===== src/rtl/mcr_mem_pkg.sv =====
// mcr_mem_pkg: shared types for the toggle-port responder and its request FIFO
package mcr_mem_pkg;
  localparam int CMD_AW = 23;
  localparam logic [1:0] DS_NONE = 2'b00;
  typedef enum logic [1:0] {IDLE, ISSUE, RDWAIT} resp_state_t;
  typedef struct packed {
    logic [CMD_AW-1:0] addr;
    logic [1:0]        ds;
    logic              we;
    logic [15:0]       wdata;
  } port_cmd_t;
endpackage


===== src/rtl/sdram_port_responder_if.sv =====
// sdram_port_responder_if: toggle request port plus valid/ready memory command bus
interface sdram_port_responder_if #(parameter int AW = 23) ();
  logic          port_req;
  logic          port_ack;
  logic [AW-1:0] port_a;
  logic [1:0]    port_ds;
  logic          port_we;
  logic [15:0]   port_d;
  logic [15:0]   port_q;
  logic          mem_valid;
  logic          mem_ready;
  logic [AW-1:0] mem_addr;
  logic [1:0]    mem_ds;
  logic          mem_we;
  logic [15:0]   mem_wdata;
  logic          mem_rvalid;
  logic [15:0]   mem_rdata;
  modport slave (
    input  port_req, port_a, port_ds, port_we, port_d, mem_ready, mem_rvalid, mem_rdata,
    output port_ack, port_q, mem_valid, mem_addr, mem_ds, mem_we, mem_wdata
  );
  modport master (
    output port_req, port_a, port_ds, port_we, port_d, mem_ready, mem_rvalid, mem_rdata,
    input  port_ack, port_q, mem_valid, mem_addr, mem_ds, mem_we, mem_wdata
  );
endinterface


===== src/rtl/sdram_port_responder_req_fifo.sv =====
// req_fifo: synchronous command FIFO with registered occupancy count
module req_fifo
  import mcr_mem_pkg::*;
#(
  parameter int DEPTH = 4
) (
  input  logic      clk,
  input  logic      rst,
  input  logic      i_push,
  input  port_cmd_t i_data,
  input  logic      i_pop,
  output port_cmd_t o_head,
  output logic      o_full,
  output logic      o_empty
);
  localparam int PW = $clog2(DEPTH);
  port_cmd_t r_mem [DEPTH];
  logic [PW-1:0] r_wr, r_rd;
  logic [PW:0] r_count;
  logic w_push, w_pop;
  assign o_full = r_count == (PW+1)'(DEPTH);
  assign o_empty = r_count == '0;
  assign w_push = i_push && !o_full;
  assign w_pop = i_pop && !o_empty;
  assign o_head = r_mem[r_rd];
  always_ff @(posedge clk)
    if (w_push) r_mem[r_wr] <= i_data;
  always_ff @(posedge clk or posedge rst)
    if (rst) begin
      r_wr <= '0;
      r_rd <= '0;
      r_count <= '0;
    end else begin
      if (w_push) r_wr <= r_wr + 1'b1;
      if (w_pop) r_rd <= r_rd + 1'b1;
      r_count <= r_count + (PW+1)'(w_push) - (PW+1)'(w_pop);
    end
endmodule


===== src/rtl/sdram_port_responder.sv =====
// sdram_port_responder: toggle req/ack port captured into a FIFO and replayed onto a valid/ready memory bus
module sdram_port_responder
  import mcr_mem_pkg::*;
#(
  parameter int AW         = CMD_AW,
  parameter int FIFO_DEPTH = 4
) (
  input  logic                   clk_sys,
  input  logic                   reset,
  sdram_port_responder_if.slave  bus,
  output logic                   busy,
  output logic                   overflow
);
  resp_state_t r_state, w_state_nx;
  logic r_init, r_req_seen, r_req_d, r_rd_block, r_ack, r_overflow;
  logic [15:0] r_q;
  logic [AW-1:0] w_addr;
  port_cmd_t w_cmd, w_head;
  logic w_pending, w_accept, w_full, w_empty, w_noop, w_valid, w_fire, w_pop, w_rdone;
  assign w_addr = bus.port_a;
  assign w_cmd = '{addr: w_addr, ds: bus.port_ds, we: bus.port_we, wdata: bus.port_d};
  assign w_pending = r_init && (bus.port_req != r_req_seen);
  assign w_accept = w_pending && !w_full && !r_rd_block;
  assign w_noop = w_head.ds == DS_NONE;
  assign w_valid = !w_empty && !w_noop && r_state != RDWAIT;
  assign w_fire = w_valid && bus.mem_ready;
  assign w_pop = w_fire || (!w_empty && w_noop && r_state == IDLE);
  assign w_rdone = r_state == RDWAIT && bus.mem_rvalid;
  req_fifo #(.DEPTH(FIFO_DEPTH)) u_fifo (
    .clk(clk_sys), .rst(reset), .i_push(w_accept), .i_data(w_cmd), .i_pop(w_pop),
    .o_head(w_head), .o_full(w_full), .o_empty(w_empty)
  );
  always_comb begin
    w_state_nx = r_state == RDWAIT ? (bus.mem_rvalid ? IDLE : RDWAIT)
               : w_fire ? (w_head.we ? IDLE : RDWAIT)
               : w_valid ? ISSUE : IDLE;
    bus.mem_valid = w_valid;
    bus.mem_addr = w_valid ? w_head.addr : '0;
    bus.mem_ds = w_valid ? w_head.ds : '0;
    bus.mem_we = w_valid && w_head.we;
    bus.mem_wdata = w_valid ? w_head.wdata : '0;
  end
  // a second req edge before the first was taken cancels the pair and is flagged
  always_ff @(posedge clk_sys or posedge reset)
    if (reset) begin
      r_state <= IDLE;
      r_init <= 1'b0;
      r_req_seen <= 1'b0;
      r_req_d <= 1'b0;
      r_rd_block <= 1'b0;
      r_ack <= 1'b0;
      r_overflow <= 1'b0;
      r_q <= '0;
    end else begin
      r_state <= w_state_nx;
      r_init <= 1'b1;
      r_req_d <= bus.port_req;
      if (!r_init || w_accept) r_req_seen <= bus.port_req;
      if (r_init && bus.port_req != r_req_d && r_req_d != r_req_seen) r_overflow <= 1'b1;
      if (w_accept && !w_cmd.we && w_cmd.ds != DS_NONE) r_rd_block <= 1'b1;
      else if (w_rdone) r_rd_block <= 1'b0;
      if (w_rdone) r_q <= bus.mem_rdata;
      r_ack <= r_ack ^ (w_accept && (w_cmd.we || w_cmd.ds == DS_NONE)) ^ w_rdone;
    end
  assign bus.port_ack = r_ack;
  assign bus.port_q = r_q;
  assign overflow = r_overflow;
  assign busy = !w_empty || r_state != IDLE || r_rd_block;
endmodule


===== src/flat_wrapper.sv =====
// flat-port wrapper written by rule: the top's interface ports become plain ports
module sdram_port_responder_flat import mcr_mem_pkg::*;
#(
  parameter int AW         = CMD_AW,
  parameter int FIFO_DEPTH = 4
)
  (clk_sys, reset, busy, overflow, bus_port_req, bus_port_a, bus_port_ds, bus_port_we, bus_port_d, bus_mem_ready, bus_mem_rvalid, bus_mem_rdata, bus_port_ack, bus_port_q, bus_mem_valid, bus_mem_addr, bus_mem_ds, bus_mem_we, bus_mem_wdata);
  sdram_port_responder_if #(.AW(AW)) bus_i ();
  input  logic clk_sys;
  input  logic reset;
  output logic busy;
  output logic overflow;
  input wire logic [$bits(bus_i.port_req)-1:0] bus_port_req;
  input wire logic [$bits(bus_i.port_a)-1:0] bus_port_a;
  input wire logic [$bits(bus_i.port_ds)-1:0] bus_port_ds;
  input wire logic [$bits(bus_i.port_we)-1:0] bus_port_we;
  input wire logic [$bits(bus_i.port_d)-1:0] bus_port_d;
  input wire logic [$bits(bus_i.mem_ready)-1:0] bus_mem_ready;
  input wire logic [$bits(bus_i.mem_rvalid)-1:0] bus_mem_rvalid;
  input wire logic [$bits(bus_i.mem_rdata)-1:0] bus_mem_rdata;
  output wire logic [$bits(bus_i.port_ack)-1:0] bus_port_ack;
  output wire logic [$bits(bus_i.port_q)-1:0] bus_port_q;
  output wire logic [$bits(bus_i.mem_valid)-1:0] bus_mem_valid;
  output wire logic [$bits(bus_i.mem_addr)-1:0] bus_mem_addr;
  output wire logic [$bits(bus_i.mem_ds)-1:0] bus_mem_ds;
  output wire logic [$bits(bus_i.mem_we)-1:0] bus_mem_we;
  output wire logic [$bits(bus_i.mem_wdata)-1:0] bus_mem_wdata;
  assign bus_i.port_req = bus_port_req;
  assign bus_i.port_a = bus_port_a;
  assign bus_i.port_ds = bus_port_ds;
  assign bus_i.port_we = bus_port_we;
  assign bus_i.port_d = bus_port_d;
  assign bus_i.mem_ready = bus_mem_ready;
  assign bus_i.mem_rvalid = bus_mem_rvalid;
  assign bus_i.mem_rdata = bus_mem_rdata;
  assign bus_port_ack = bus_i.port_ack;
  assign bus_port_q = bus_i.port_q;
  assign bus_mem_valid = bus_i.mem_valid;
  assign bus_mem_addr = bus_i.mem_addr;
  assign bus_mem_ds = bus_i.mem_ds;
  assign bus_mem_we = bus_i.mem_we;
  assign bus_mem_wdata = bus_i.mem_wdata;
  sdram_port_responder #(.AW(AW), .FIFO_DEPTH(FIFO_DEPTH)) u_core (.clk_sys(clk_sys), .reset(reset), .bus(bus_i), .busy(busy), .overflow(overflow));
endmodule

===== config.mk =====
export PLATFORM = sky130hd
export DESIGN_NAME = sdram_port_responder_flat
export DESIGN_NICKNAME = d
export VERILOG_FILES = /design/src/rtl/mcr_mem_pkg.sv /design/src/rtl/sdram_port_responder_if.sv /design/src/rtl/sdram_port_responder_req_fifo.sv /design/src/rtl/sdram_port_responder.sv /design/src/flat_wrapper.sv
export SDC_FILE = /design/constraint.sdc
export NUM_CORES = 1
export LEC_CHECK = 0
export ABC_AREA = 1
export BUFFER_PORTS_ARGS = -buffer_cell sky130_fd_sc_hd__clkbuf_2
export CORE_UTILIZATION = 45
export DETAILED_ROUTE_END_ITERATION = 12
export PLACE_DENSITY = 0.64
export SETUP_SLACK_MARGIN = 0.4
export SKIP_LAST_GASP = 1
export SLEW_MARGIN = 20
export SYNTH_ARGS = -nofsm -noshare
export SYNTH_HDL_FRONTEND = slang
export SYNTH_HIERARCHICAL = 1
export SYNTH_SLANG_ARGS = --single-unit

===== constraint.sdc =====
create_clock -name clk_sys -period 8.5 [get_ports clk_sys]
set_clock_uncertainty 0.2 [all_clocks]
set_input_delay 0 -clock clk_sys [delete_from_list [all_inputs] [get_ports clk_sys]]
set_output_delay 0 -clock clk_sys [all_outputs]
set_load 0.02 [all_outputs]

==> metrics.txt <==
internal power=about 0.0022 W; sequential area share after synthesis=roughly 66%; Flop pwr share=between 30 and 40%; Iter 0 DRT Violations=roughly 330; cell taking the most area after synthesis=edfxtp_1; R2R setup slack=approximately 5000 ps; CP Data Arrival Time=~3700 ps; clk sinks=a little under 200; Placer Congestion=about 0.74; # setup viols final=0; post-synthesis register bit count=just under 200; CTS Buffer Depth=2; worst-skew pair later-pin latency=between 400 and 500 ps; switch share=roughly two fifths; # nets final=roughly 1100; pins over their slew limit=0; post-synth net total=872; Hold-fix buffers, CTS=between 70 and 80; hpwl dp=around 10 mm; Routed WL per cell=approximately 13 um; GRT Max-Usage Layer=met2; combinational fraction of design power=45.5%; site row count=50; met1 global-route usage=a little under a quarter; Die Height=142 um; maximum fanout along the worst path=62; vias in the first global route=approximately 5500; die area=20100 sq um; total grt overflow=0; largest net degree at the start of global routing=70; Buffers & Inverters on Critical Path=4; final period utilization=between 40 and 50%; first-pass GRT wire length=27.2 mm; CP endpoint kind=flop; clock buffer count from CTS=17; PortBufs=124; Routed WL=approximately 17 mm; Yosys warning total=6; die width=around 140 um; CTS tree=built; RSZ-0062 raised after global routing=false; PwrDens=between 300 and 400 nW/um^2; TNS Setup=0 ps; GRT Util Overall=between 10% and 20%; CP top delay family=simple AND/OR/NAND/NOR gates; first-pass iteration count of the detailed router=4; crit-path most repeated cell=nand2_1; Sw Pwr=0.00157 W; crit start category=flop; Crit-path slowest cell=dfrtp_4; H-Tree Level Count=4; outcome=finished clean; Synth top area share=about 58%; Peak Freq=approximately 0.28 GHz; synthesized area=about 9000 sq um; maxcap violations=0; maximum vdd drop=roughly 0.32 mV; Final Hold Vio Count=0; CP max stage delay=between 800 and 900 ps; cells after synthesis=~800; DR vias/cell=~4.5; # IOs=roughly 130; Worst Tran Pin Value=roughly 900 ps; Synth area leaders=edfxtp_1 (58%), dfrtp_1 (8.8%), nand2_1 (8.8%); CTS root buf=clkbuf_16; Hold Path Class=in2reg; Syn Area/Cell=between 10 and 15 sq um; Post-CTS Setup Bufs=0; worst reg2reg path depth=16; critical path required time=approximately 8700 ps; Clock power frac=about 20%; post-route ant nets=0; core area=~19000 sq um; cells along the critical path=clkinv_1 > buf_4 > o21ai_0 > nand2_1 > nor2_4 > nor2_8 > nand2_1 > nand2_1 > nand2_1 > inv_1 > ha_1 > inv_1 > ha_1 > fa_1 > nand3b_1 > nand2_1; Slew headroom=roughly two fifths; Crit. path cell count=16; WS Path Type=reg2reg; Vias=roughly 5800; post-cts resize count=0; initial antenna violation count=1; DRC viols=0; Pwr Total=around 0.0038 W; Worst Hold Depth=2; clock transition at the registers of the reported paths=70 ps; synth unique cells=30; minimum clock period=approximately 3500 ps; Finished Core Util=slightly below 60%; M3 GR Usage=3.95%; Area Growth Syn to Fin=24.4%; share of cells above drive strength 1=a little over a fifth; Lkg Pwr=between 4 and 5 nW; Starting Density=46.4%; routing usage on met2=between 20% and 30%
-- cells in the final DEF (no fill, tap or decap), drive strengths merged, types with 2 or more instances in the layout --
cell type and n:
buf 7, dfrtp 31, nor2 139, o21ai 88, nand3 9, nand2 207
clkbuf 142, edfxtp 168, dlygate4sd3 79, clkinvlp 3, clkinv 11, ha 6
inv 112, bufinv 2
-- flip-flops by register name, summed over array words and instances, names as in the netlist --
register,count
u_core/r_init,1
u_core/u_fifo/r_wr,2
u_core/u_fifo/r_rd,2
u_core/overflow,1
u_core/u_fifo/r_mem,168
u_core/u_fifo/r_count,3
u_core/r_req_d,1
u_core/bus.port_ack,1
u_core/bus.port_q,16
u_core/r_rd_block,1
u_core/r_req_seen,1
u_core/r_state,2
-- cell families (layout without fill, tap and decap cells) --
family	count (synthesis)	in the layout	share of synthesized area, %
adder cells (fa/ha/maj)	7	7	1.08
buffers and inverters	147	356	7.82
AO/OA/AOI/OAI	91	91	5.26
flip-flops	199	199	66.4
other	1	2	0.0428
AND/OR/NAND/NOR	357	357	19.4
-- cell usage after synthesis --
master	count
buf_2	11
nor2_8	1
a21o_1	1
inv_2	3
clkbuf_1	8
clkinv_1	1
nand2_4	1
buf_12	4
nor2_1	97
inv_1	109
conb_1	1
nand3_4	1
nand2_2	1
dfrtp_1	31
clkbuf_2	2
nand3_1	8
buf_4	4
o21bai_1	1
o21ai_1	20
o22ai_1	1
nand2_1	205
edfxtp_1	168
nand3b_1	1
inv_8	1
nor2_4	41
o21ai_0	68
ha_1	6
buf_6	4
nand4_1	1
fa_1	1
-- metal layers --
layer | part of all wire, % | routed length, um | up-vias
li1 | - | - | 2953
met1 | 46 | 7680 | 2707
met2 | 49 | 8130 | 112
met3 | 3.9 | 644 | 13
met4 | 1.1 | 190 | 0
met5 | 0 | 0 | -
-- path summary, 6_finish.rpt --
kind | startpoint | endpoint
max | u_core/u_fifo/r_rd[0]$_DFFE_PP0P_ | u_core/u_fifo/r_count[2]$_DFF_PP0_
min | bus_port_req | u_core/r_req_d$_DFF_PP0_
max reg2reg | u_core/u_fifo/r_rd[0]$_DFFE_PP0P_ | u_core/u_fifo/r_count[2]$_DFF_PP0_
min reg2reg | u_core/overflow$_DFFE_PP0P_ | u_core/overflow$_DFFE_PP0P_
max in group asynchronous | reset | u_core/bus.port_q[0]$_DFFE_PP0P_
min in group asynchronous | reset | u_core/r_req_seen$_DFFE_PP0P_
-- through the flow --
stage	cells	worst slack (ps)	instance area (sq um)	hold WS, ps
4_1_cts	1271	4960	10900	49.1
2_1_floorplan	802	5050	8770	-397
3_5_place_dp	1160	4980	9550	-244
5_1_grt	1272	4610	10900	60.3
3_3_place_gp	1160	5040	9550	-244
6_report	1272	4970	10900	70.6
-- final cells by class --
| type | instances | area [sq um] |
|---|---|---|
| clock buffer | 18 | 429 |
| multi-input combinational | 456 | 2290 |
| antenna | 1 | 2.50 |
| sequential | 199 | 5820 |
| clock inverter | 14 | 135 |
| tap | 260 | 325 |
| fill | 1662 | 7980 |
| timing repair buffer | 210 | 1460 |
| inverter | 114 | 435 |
-- power by group through the flow --
stage | logic, W | clock network (W) | registers (W)
CTS | 0.00173 | 0.000777 | 0.00129
global route | 0.00190 | 0.000811 | 0.00131
global placement | 0.00163 | 0 | 0.00131
finish | 0.00171 | 0.000760 | 0.00129
detailed placement | 0.00165 | 0 | 0.00131
floorplan | 0.00133 | 0 | 0.00132
Note: power is estimated with default switching activity, not from simulation.
